**config.mk**
```make
export PLATFORM = sky130hd
export DESIGN_NAME = seg7_disp_ctrl
export DESIGN_NICKNAME = d
export VERILOG_FILES = /design/src/rtl/seg7_pkg.sv /design/src/rtl/seg7_hex_dec.sv /design/src/rtl/seg7_disp_ctrl.sv
export SDC_FILE = /design/constraint.sdc
export NUM_CORES = 1
export LEC_CHECK = 0
export ABC_AREA = 1
export CORE_MARGIN = 3
export CORE_UTILIZATION = 65
export DETAILED_ROUTE_END_ITERATION = 8
export DONT_BUFFER_PORTS = 1
export PLACE_DENSITY_LB_ADDON = 0.3
export SKIP_CTS_REPAIR_TIMING = 1
export SYNTH_ARGS = -nofsm -noshare
export SYNTH_HDL_FRONTEND = slang
export SYNTH_HIERARCHICAL = 1
export SYNTH_SLANG_ARGS = --single-unit
export TNS_END_PERCENT = 30
```
**constraint.sdc**
```tcl
create_clock -name clk -period 8.8 [get_ports clk]
set_clock_uncertainty 0.1 [all_clocks]
set_input_delay 1.32 -clock clk [delete_from_list [all_inputs] [get_ports clk]]
set_output_delay 1.32 -clock clk [all_outputs]
set_load 0.02 [all_outputs]
```
**src/rtl/seg7_pkg.sv**
```systemverilog
// Shared constants and types for the multiplexed 7-segment display controller.
package seg7_pkg;

  // Segment/anode drive levels (the display is common-anode, active-low)
  localparam logic LIT  = 1'b0;
  localparam logic DARK = 1'b1;

  // All segments including the decimal point switched off
  localparam logic [7:0] SEG_OFF = 8'hFF;

  typedef enum logic {
    BLINK_OFF = 1'b0,
    BLINK_ON  = 1'b1
  } blink_phase_e;

  // Active-low hex glyphs, bit order {g,f,e,d,c,b,a}; entry n is the glyph for nibble n
  localparam logic [15:0][6:0] HEX_GLYPH = {
    7'h0E, 7'h06, 7'h21, 7'h46,   // F E d C
    7'h03, 7'h08, 7'h10, 7'h00,   // b A 9 8
    7'h78, 7'h02, 7'h12, 7'h19,   // 7 6 5 4
    7'h30, 7'h24, 7'h79, 7'h40    // 3 2 1 0
  };

endpackage

```
**src/rtl/seg7_hex_dec.sv**
```systemverilog
// Combinational hex nibble to active-low 7-segment glyph decoder.
module seg7_hex_dec
  import seg7_pkg::*;
(
  input  logic [3:0] nibble,
  output logic [6:0] glyph_c
);

  // Table lookup of the glyph for the nibble
  assign glyph_c = HEX_GLYPH[nibble];

endmodule

```
**src/rtl/seg7_disp_ctrl.sv**
```systemverilog
// Multiplexed 7-segment display controller: CPU channel-0 register, channel
// select, tear-free frame latch, digit scanning, masking and blinking.
// Optional macro SEG7_LEADING_ZERO_BLANK_EN blanks digits above the highest
// non-zero nibble of the displayed value (digit 0 always stays on).
module seg7_disp_ctrl
  import seg7_pkg::*;
#(
  parameter int unsigned DIGITS       = 8,
  parameter int unsigned CH_NUM       = 8,
  parameter int unsigned SCAN_DIV     = 50000,
  parameter int unsigned BLINK_FRAMES = 64,
  localparam int unsigned DW = 4 * DIGITS,
  localparam int unsigned SW = (CH_NUM > 2) ? $clog2(CH_NUM) : 1
)(
  input  logic                     clk,
  input  logic                     rst,
  input  logic                     we,
  input  logic [DW-1:0]            wdata,
  input  logic [(CH_NUM-1)*DW-1:0] ch_data,
  input  logic [SW-1:0]            ch_sel,
  input  logic [DIGITS-1:0]        blank_mask,
  input  logic [DIGITS-1:0]        dp_mask,
  input  logic                     blink_en,
  output logic [7:0]               seg_o,
  output logic [DIGITS-1:0]        an_o,
  output logic                     frame_o
);

  localparam int unsigned IW = (DIGITS > 2) ? $clog2(DIGITS) : 1;
  localparam int unsigned CW = (SCAN_DIV > 2) ? $clog2(SCAN_DIV) : 1;
  localparam int unsigned FW = $clog2(BLINK_FRAMES + 1);

  localparam logic [CW-1:0] SCAN_LAST  = CW'(SCAN_DIV - 1);
  localparam logic [IW-1:0] DIG_LAST   = IW'(DIGITS - 1);
  localparam logic [FW-1:0] BLINK_LAST = FW'(BLINK_FRAMES - 1);

  logic [CW-1:0]     scan_cnt;
  logic [IW-1:0]     digit_idx;
  logic [FW-1:0]     frame_cnt;
  blink_phase_e      blink_phase;
  logic [DW-1:0]     ch0_reg;
  logic [DW-1:0]     frame_latch;

  logic [DW-1:0]     sel_val_c;
  logic              slot_end_c;
  logic              wrap_c;
  logic [3:0]        nibble_c;
  logic [6:0]        glyph_c;
  logic              dp_c;
  logic              blank_c;
  logic              lz_blank_c;
  logic              dark_c;
  logic [DIGITS-1:0] an_next_c;

  assign slot_end_c = (scan_cnt == SCAN_LAST);
  assign wrap_c     = slot_end_c && (digit_idx == DIG_LAST);

  // Channel select; out-of-range selects fall back to channel 0
  always_comb begin
    sel_val_c = ch0_reg;
    for (int unsigned k = 1; k < CH_NUM; k++) begin
      if (ch_sel == SW'(k)) sel_val_c = ch_data[(k-1)*DW +: DW];
    end
  end

  // Slot timer and digit index; a reset always restarts a full slot at digit 0
  always_ff @(posedge clk or posedge rst) begin
    if (rst) begin
      scan_cnt  <= '0;
      digit_idx <= '0;
    end else if (slot_end_c) begin
      scan_cnt  <= '0;
      digit_idx <= (digit_idx == DIG_LAST) ? '0 : digit_idx + IW'(1);
    end else begin
      scan_cnt  <= scan_cnt + CW'(1);
    end
  end

  // CPU register and frame latch; the latch samples the pre-write value on a collision
  always_ff @(posedge clk or posedge rst) begin
    if (rst) begin
      ch0_reg     <= '0;
      frame_latch <= '0;
    end else begin
      if (we)     ch0_reg     <= wdata;
      if (wrap_c) frame_latch <= sel_val_c;
    end
  end

  // Frame counter and blink phase; disabling blink forces the on phase
  always_ff @(posedge clk or posedge rst) begin
    if (rst) begin
      frame_cnt   <= '0;
      blink_phase <= BLINK_ON;
    end else if (!blink_en) begin
      frame_cnt   <= '0;
      blink_phase <= BLINK_ON;
    end else if (wrap_c) begin
      if (frame_cnt == BLINK_LAST) begin
        frame_cnt   <= '0;
        blink_phase <= (blink_phase == BLINK_ON) ? BLINK_OFF : BLINK_ON;
      end else begin
        frame_cnt   <= frame_cnt + FW'(1);
      end
    end
  end

  // Per-digit nibble and mask bits for the current index
  always_comb begin
    nibble_c = '0;
    dp_c     = 1'b0;
    blank_c  = 1'b0;
    for (int unsigned i = 0; i < DIGITS; i++) begin
      if (digit_idx == IW'(i)) begin
        nibble_c = frame_latch[4*i +: 4];
        dp_c     = dp_mask[i];
        blank_c  = blank_mask[i];
      end
    end
  end

`ifdef SEG7_LEADING_ZERO_BLANK_EN
  logic [IW-1:0] top_nz_c;

  // Index of the highest non-zero nibble (0 when the value is zero)
  always_comb begin
    top_nz_c = '0;
    for (int unsigned i = 1; i < DIGITS; i++) begin
      if (frame_latch[4*i +: 4] != 4'h0) top_nz_c = IW'(i);
    end
  end

  assign lz_blank_c = (digit_idx > top_nz_c);
`else
  assign lz_blank_c = 1'b0;
`endif

  seg7_hex_dec u_hex_dec (
    .nibble  (nibble_c),
    .glyph_c (glyph_c)
  );

  // Anode pattern: only the current digit lit unless masked, blanked or blinked off
  always_comb begin
    dark_c    = blank_c | lz_blank_c | (blink_phase == BLINK_OFF);
    an_next_c = {DIGITS{DARK}};
    for (int unsigned i = 0; i < DIGITS; i++) begin
      if (!dark_c && (digit_idx == IW'(i))) an_next_c[i] = LIT;
    end
  end

  // Registered display outputs, one cycle behind the digit index
  always_ff @(posedge clk or posedge rst) begin
    if (rst) begin
      seg_o   <= SEG_OFF;
      an_o    <= {DIGITS{DARK}};
      frame_o <= 1'b0;
    end else begin
      seg_o   <= {~dp_c, glyph_c};
      an_o    <= an_next_c;
      frame_o <= wrap_c;
    end
  end

endmodule
```
==> results of run 1 <==
## worst max-delay path, cell delays in order
cell	delay (ns)
inv_2	0.36
nand3_1	0.84
inv_2	0.87
nand2_1	0.10
nand3_1	0.13
nand2_1	0.12
nand2_1	0.09
nand2_1	0.05
nand3_1	0.12
nand3_1	0.10
nand2_1	0.09
## metrics by stage
step	worst slack, ns	hold WS [ns]	total power, mW	util, %	area (µm²)
3_3_place_gp	4.64	0.327	0.687	66.5	7630
3_5_place_dp	4.53	0.332	0.691	66.5	7630
2_1_floorplan	4.56	0.318	0.653	-	7680
4_1_cts	4.91	0.341	1.10	69.1	7930
6_report	4.78	0.339	1.10	69.2	7930
5_1_grt	4.61	0.371	1.15	69.2	7930
## final cells by class
type | count | area (µm²)
Clock buffer | 12 | 246
Timing Repair Buffer | 5 | 37.5
Multi-Input combinational cell | 945 | 4260
Clock inverter | 4 | 56.3
Inverter | 113 | 427
Tap cell | 143 | 179
Sequential cell | 108 | 2720
Fill cell | 1033 | 3540
Antenna cell | 1 | 2.50
## cell usage in the layout (no fill, tap or decap), types with 2 or more instances in the layout
cell type	n
o211ai_1	2
dfrtp_1	91
a21oi_1	27
nand3_1	176
o21ai_0	72
inv_6	2
clkbuf_1	2
nor2_1	172
or2_2	28
nor2_2	2
buf_4	5
nand4_1	6
dfstp_2	17
clkbuf_16	9
ha_1	15
inv_1	101
nor3_1	4
nor4_1	6
nand2_1	396
o21ai_1	21
nor2_4	2
or2_1	2
inv_2	11
xor2_1	8
## logic make-up (layout without fill, tap and decap cells)
| family | Yosys count | in the layout | share of synthesized area, % |
|---|---|---|---|
| compound gates | 124 | 124 | 8.22 |
| xor+xnor | 9 | 9 | 1.03 |
| fa+ha+maj | 15 | 15 | 2.44 |
| buf+inv | 177 | 134 | 9.20 |
| flops | 108 | 108 | 35.5 |
| other cells | 0 | 1 | 0 |
| simple gates | 797 | 797 | 43.7 |
## per-layer routing
layer  track usage, %  wire length [µm]
met2             56.1             11200
met3             5.18              2360
met1             47.9              9400
met5                0                 0
met4             17.1              1050
## report_power, final
part	switching [mW]	leakage [nW]	total (mW)	internal [mW]
registers	0.00466	1.21	0.516	0.511
logic	0.115	2.73	0.167	0.0524
clock network	0.190	0.148	0.421	0.232
## path summary, 6_finish.rpt
path	from	endpoint	slack, ns
min reg2reg	frame_cnt[5]	frame_cnt[6]	0.34
min in group asynchronous	rst	ch0_reg[3]	0.71
max in group asynchronous	rst	digit_idx[1]	6.54
max	ch_sel[2]	frame_latch[30]	4.78
min	frame_cnt[5]	frame_cnt[6]	0.34
max reg2reg	digit_idx[1]	seg_o[3]	5.69
==> flow_summary.toml, run 1 <==
[timing]
rsz0062_at_grt = "no"
timing.final.hold_violations = 0
tns_ns = 0
max_freq_ghz = 0.249
report.final.slew_viol_count = 0
fin_crit_sh_pct = 45.6
worstMarginPinSlew_ns = 1.11
fin_crit_ns = 4.02
slew_headroom_pct = 25.8
setup_viol = 0

[clock_tree]
ctsLongestPathBuffers = 2
clk_latency_ns = 0.36
cts-buffers-inserted = 9
htreeDepth = 3
path_clk_slew_ns = 0.08
cts_root_buffer = "clkbuf_16"
cts.sink_count = 108
cts_tree = "built"

[min_path]
min_path_type = "flop to flop"
hold_depth = 1

[synthesis]
synth_area_leader_cell = "dfrtp_1"
yosys_warnings = 6
synth_edf_count = 0
synth_top_area_share_pct = 29.6
synth_most_common_cell = "nand2_1"
ys_seq_elements = 108
netlist_instances = 1230
ys_types = 30
synth.area.top_cells = "dfrtp_1, nand2_1, nand3_1"
syn_avg_cell_area_um2 = 6.25
netlist_area_mm2 = 0.00768
ys_seq_area_share_pct = 35.5
synth-async-reset-ratio_pct = 100
netlist_top_cells_count = "nand2_1, nand3_1, nor2_1"
syn_nets = 1524
ys.flop_type = "dfrtp_1"

[finish]
area_growth_syn_to_layout_pct = 3.22
layout.nets = 1476
layout-drive-gt1-share_pct = 6.99
fin_cells = 1331

[setup_path]
worst_setup_path_end_kind = "flop"
cp-start-kind = "primary input"
critPathRequiredTime_ns = 9.00
critPathKind = "primary input to flop"
r2r_cells = 17
critPathArrivalTime_ns = 4.22
critical_path.max_fanout = 40

[route]
routed_via_density = 5.91
wirelength_mm = 24.0
vias = 7860
wire_per_inst_um = 18.0
drtIter0Drc = 649
drtPass1Iterations = 5
drc = 0
ant_nets = 0

[global_routing]
track_usage_pct = 35.4
grt_max_degree = 84
grt_overflow = 0
grt_pass1_vias = 6994
grt_first_pass_wirelength_mm = 36.0
antenna_found_initial = 1

[floorplan]
initial_core_util_pct = 67.0
num_rows = 39
die_w_um = 115
coreArea_mm2 = 0.0115
dieArea_mm2 = 0.0132
io-pin-count = 296
die_h_um = 115

[placement]
gp_congestion = 0.950
port_buffers = 0
dp_hpwl_mm = 18.1
dp_cells = 1314

[run]
maxCapViolations = 0

[power_and_ir_drop]
leakage_nw = 4.09
powerDensity_mw_per_mm2 = 139
ir_drop_uv = 94.9

[status]
outcome = "complete, no violations"
No activity file was read; power rests on OpenSTA's default activity.
==> run 2: changes to the inputs <==
==> constraint.sdc (replaced) <==
create_clock -name clk -period 3.8 [get_ports clk]
set_clock_uncertainty 0.1 [all_clocks]
set_input_delay 0.57 -clock clk [delete_from_list [all_inputs] [get_ports clk]]
set_output_delay 0.57 -clock clk [all_outputs]
set_load 0.02 [all_outputs]
==> flow_summary.toml, run 2 (synthesized netlist as in run 1, its figures left out) <==
[setup_path]
crit_chain = "inv_1, ha_1, inv_1, nor2_1, nand2_1, nand3_1, nand3_1, nand2_1, nand2_1, nand3_1, a21oi_1, nor2_1, inv_1, ha_1, nand2_1, nand3_1, nand2_1"
worst_setup_path_end_kind = "flop"
critPathArrivalTime_ns = 3.25
path_buf_inv = 3
crit_family = "simple AND/OR/NAND/NOR gates"
cp_slowest_stage_delay_ns = 0.41
cpMaxStageDelayCell = "dfrtp_1"
crit_top_cell = "nand2_1"
cp-start-kind = "flop"
crit-reg2reg-capture = "seg_o[3]"
critPathKind = "flop to flop"
critical_path.max_fanout = 7
rr_startpoint = "digit_idx[1]"
r2r_setup_slack_ns = 0.75
critPathRequiredTime_ns = 4.00
r2r_cells = 17

[finish]
post-route-util_pct = 69.5
layout.nets = 1482
area_growth_syn_to_layout_pct = 3.76
layout_commonest_cell = "nand2_1"
fillCellCount = 1056
n_antenna_cell = 0
mostFrequentLayoutCells = "nand2_1, nand3_1, nor2_1"
layout-drive-gt1-share_pct = 7.54

[timing]
tns_ns = 0
report.final.slew_viol_count = 0
timing.final.hold_violations = 0
rsz0062_at_grt = "no"
setup_viol = 0
fin_crit_sh_pct = 80.4
worstMarginPinSlew_ns = 0.975
fin_hold_ws_ns = 0.0975
max_freq_ghz = 0.327
fin_crit_ns = 3.05
slew_headroom_pct = 34.9
timing.final.ws_setup_ns = 0.746

[route]
drtIter0Drc = 707
drtPass1Iterations = 7
drc = 0
wirelength_mm = 24.4
ant_nets = 0
vias = 7982
routed_via_density = 5.97
wire_per_inst_um = 18.3

[floorplan]
die_w_um = 115
num_rows = 39
io-pin-count = 296
coreArea_mm2 = 0.0115
dieArea_mm2 = 0.0132
initial_core_util_pct = 67.0
die_h_um = 115

[global_routing]
grt_pass1_vias = 7331
grt_max_degree = 65
antenna_found_initial = 0
track_usage_pct = 35.9
grt_first_pass_wirelength_mm = 36.8
grt_overflow = 0

[clock_tree]
ctsLongestPathBuffers = 2
cts-buffers-inserted = 9
cts_root_buffer = "clkbuf_16"
htreeDepth = 3
cts.sink_count = 108
path_clk_slew_ns = 0.07
cts_tree = "built"
clk_latency_ns = 0.35

[placement]
port_buffers = 0
dp_hpwl_mm = 18.4
gp_congestion = 0.970
dp_slack_ns = 0.843

[power_and_ir_drop]
powerDensity_mw_per_mm2 = 315
leakage_nw = 4.11
ir_drop_uv = 274

[run]
maxCapViolations = 0

[status]
outcome = "complete, no violations"

[min_path]
min_path_type = "primary input to asynchronous set/reset pin"
## run 2: worst max-delay path by stage
| stage | start | endpoint | slack [ns] | cells past startpoint |
|---|---|---|---|---|
| after floorplan | rst | ch0_reg[0] | 0.31 | 1 |
| after global placement | digit_idx[1] | seg_o[3] | 0.90 | 17 |
| after detailed placement | digit_idx[1] | seg_o[3] | 0.84 | 17 |
| after CTS | digit_idx[1] | seg_o[3] | 0.79 | 17 |
| after global routing | digit_idx[1] | seg_o[3] | 0.36 | 18 |
| final | digit_idx[1] | seg_o[3] | 0.75 | 17 |
## run 2: layout make-up
| class | count | area, µm² | area share, % |
|---|---|---|---|
| clock inverters | 4 | 32.5 | 0.408 |
| multi-input cells | 945 | 4260 | 53.4 |
| inverters | 113 | 427 | 5.35 |
| flip-flops and latches | 108 | 2720 | 34.2 |
| repair buffers | 11 | 95.1 | 1.19 |
| well taps | 143 | 179 | 2.24 |
| clock buffers | 12 | 256 | 3.22 |
## run 2: layer usage
layer | GRT usage [%] | part of all wire, % | up-vias
met1 | 46.7 | 39 | 3615
met4 | 16.1 | 4.2 | 0
met3 | 6.18 | 9.7 | 82
met2 | 59.1 | 47 | 499
met5 | 0 | 0 | -
li1 | - | - | 3786
## run 2: per-stage QoR
| stage | std cells | power (mW) | cell area, µm² |
|---|---|---|---|
| after detailed placement | 1320 | 1.60 | 7680 |
| after floorplan | 1230 | 1.51 | 7680 |
| after global routing | 1336 | 2.61 | 7970 |
| after global placement | 1320 | 1.60 | 7680 |
| after CTS | 1336 | 2.51 | 7970 |
| final | 1336 | 2.51 | 7970 |
## run 2: report_power, final
group / internal, mW / leakage [nW] / switching (mW)
logic: 0.125 / 2.76 / 0.268
clock network: 0.486 / 0.136 / 0.438
registers: 1.18 / 1.21 / 0.0104
## run 2: worst reg2reg max path, cell delays in order (launching register included)
cell	delay (ns)
dfrtp_1	0.41
inv_1	0.10
ha_1	0.17
inv_1	0.13
nor2_1	0.42
nand2_1	0.09
nand3_1	0.10
nand3_1	0.08
nand2_1	0.09
nand2_1	0.08
nand3_1	0.09
a21oi_1	0.08
nor2_1	0.29
inv_1	0.19
ha_1	0.33
nand2_1	0.08
nand3_1	0.09
nand2_1	0.08
==> run 3: changes to the inputs <==
--- a/config.mk
+++ b/config.mk
@@ -7,7 +7,7 @@
 export LEC_CHECK = 0
 export ABC_AREA = 1
 export CORE_MARGIN = 3
-export CORE_UTILIZATION = 65
+export CORE_UTILIZATION = 59
 export DETAILED_ROUTE_END_ITERATION = 8
 export DONT_BUFFER_PORTS = 1
 export PLACE_DENSITY_LB_ADDON = 0.3
==> constraint.sdc (replaced) <==
create_clock -name clk -period 2.8 [get_ports clk]
set_clock_uncertainty 0.1 [all_clocks]
set_input_delay 0.42 -clock clk [delete_from_list [all_inputs] [get_ports clk]]
set_output_delay 0.42 -clock clk [all_outputs]
set_load 0.02 [all_outputs]
==> flow_summary.toml, run 3 (synthesized netlist as in run 1, its figures left out) <==
[route]
wl_met2_mm = 11.0
ant_nets = 0
vias = 7827
drtIter0Drc = 630
wirelength_mm = 23.7
drtPass1Iterations = 8
wl_met3_mm = 2.11
drc = 0
wire_per_inst_um = 17.2
top_layer_used = "met4"
routed_via_density = 5.68
wl_met1_mm = 9.44

[global_routing]
antenna_found_initial = 1
grt_pass1_vias = 7163
grt_overflow = 0
track_usage_pct = 32.2
grt_first_pass_wirelength_mm = 36.4
grt_max_degree = 65

[setup_path]
cpMaxStageDelayCell = "dfrtp_1"
cp-start-kind = "flop"
critPathArrivalTime_ns = 2.81
critPathRequiredTime_ns = 3.00
worst_setup_path_end_kind = "flop"
cp_slowest_stage_delay_ns = 0.41
critPathKind = "flop to flop"
crit_chain = "inv_1, ha_1, nand2_2, or2_2, nand3_1, nand2_1, nand2_1, nand3_1, a21oi_1, nor2_2, inv_1, ha_1, inv_1, nand2_1, nand3_1, nand2_1"
crit_top_cell = "nand2_1"
critical_path.max_fanout = 13

[timing]
timing.final.hold_violations = 32
setup_viol = 0
worstMarginPinSlew_ns = 0.799
fin_hold_ws_ns = -0.0282
report.final.slew_viol_count = 0
max_freq_ghz = 0.383
fin_crit_sh_pct = 93.3
fin_crit_ns = 2.61
timing.final.ws_setup_ns = 0.189
slew_headroom_pct = 46.6

[floorplan]
initial_core_util_pct = 60.6
dieArea_mm2 = 0.0144
io-pin-count = 296
num_rows = 41
coreArea_mm2 = 0.0127
die_h_um = 120
die_w_um = 120

[clock_tree]
clk_latency_ns = 0.36
cts_tree = "built"
ctsLongestPathBuffers = 2
htreeDepth = 3
cts_root_buffer = "clkbuf_16"
cts.sink_count = 108
path_clk_slew_ns = 0.07
cts-buffers-inserted = 9

[finish]
mostFrequentLayoutCells = "nand2_1, nand3_1, nor2_1"
layout.nets = 1494
layout-drive-gt1-share_pct = 8.80
post-route-util_pct = 64.5
layout_commonest_cell = "nand2_1"
area_growth_syn_to_layout_pct = 6.33
fillCellCount = 1208
fin_cells = 1378

[power_and_ir_drop]
power_mw = 3.45
ir_drop_uv = 325
leakage_nw = 4.19
powerDensity_mw_per_mm2 = 423

[placement]
gp_congestion = 0.969
dp_hpwl_mm = 18.0
port_buffers = 0
dp_cells = 1356
dp_slack_ns = 0.137

[run]
maxCapViolations = 0

[min_path]
min_path_type = "primary input to asynchronous set/reset pin"

[status]
outcome = "complete, but fails checks"
failed_checks = "hold timing"
## run 3: cell types whose count changed in the layout (fill, tap and decap cells not counted), moves of 2 or more
cell / change
buf_12: +4
clkbuf_8: -2
buf_4: +8
nor2_2: +4
nor2_1: -4
## run 3: cell type report
class	instances	area (µm²)	share of cell area, %
multi-input combinational	945	4270	52.3
sequential	108	2720	33.3
inverter	113	428	5.24
timing repair buffer	23	235	2.88
clock buffer	11	233	2.85
tap	172	215	2.63
clock inverter	5	61.3	0.750
antenna	1	2.50	0.0306
## run 3: path summary, 6_finish.rpt
path / slack (ns) / depth (start not counted) / end / from
min reg2reg: 0.36 / 1 / scan_cnt[0] / scan_cnt[0]
max reg2reg: 0.19 / 16 / seg_o[3] / digit_idx[0]
max in group asynchronous: 1.90 / 2 / seg_o[6] / rst
max: 0.19 / 16 / seg_o[3] / digit_idx[0]
min in group clk: 0.08 / 2 / frame_cnt[6] / blink_en
min: -0.03 / 1 / ch0_reg[4] / rst
## run 3: metrics by stage
| stage | setup TNS [ns] | area (µm²) |
|---|---|---|
| after floorplan | 0 | 7690 |
| after global routing | -0.261 | 8170 |
| final | 0 | 8170 |
| after global placement | 0 | 7820 |
| after detailed placement | 0 | 7820 |
| after CTS | 0 | 8120 |
## run 3: power breakdown
part / leakage (nW) / internal [mW] / switching, mW
combinational: 2.84 / 0.178 / 0.365
clock: 0.145 / 0.702 / 0.590
sequential: 1.21 / 1.61 / 0.0140
total: 4.19 / 2.49 / 0.968
## run 3: per-layer routing
layer  track usage, %  vias up
met5                0        -
met4             15.8        0
met3             6.97       64
li1                 -     3821
met2             52.2      404
met1             40.8     3538
## run 3: worst max-delay path, delay by kind of cell, from the launching register on
kind | cells | cell delay (ns)
AO/OA/AOI/OAI | 1 | 0.21
adder cells (fa/ha/maj) | 2 | 0.38
buffers and inverters | 3 | 0.37
flip-flops | 1 | 0.41
AND/OR/NAND/NOR | 10 | 1.10
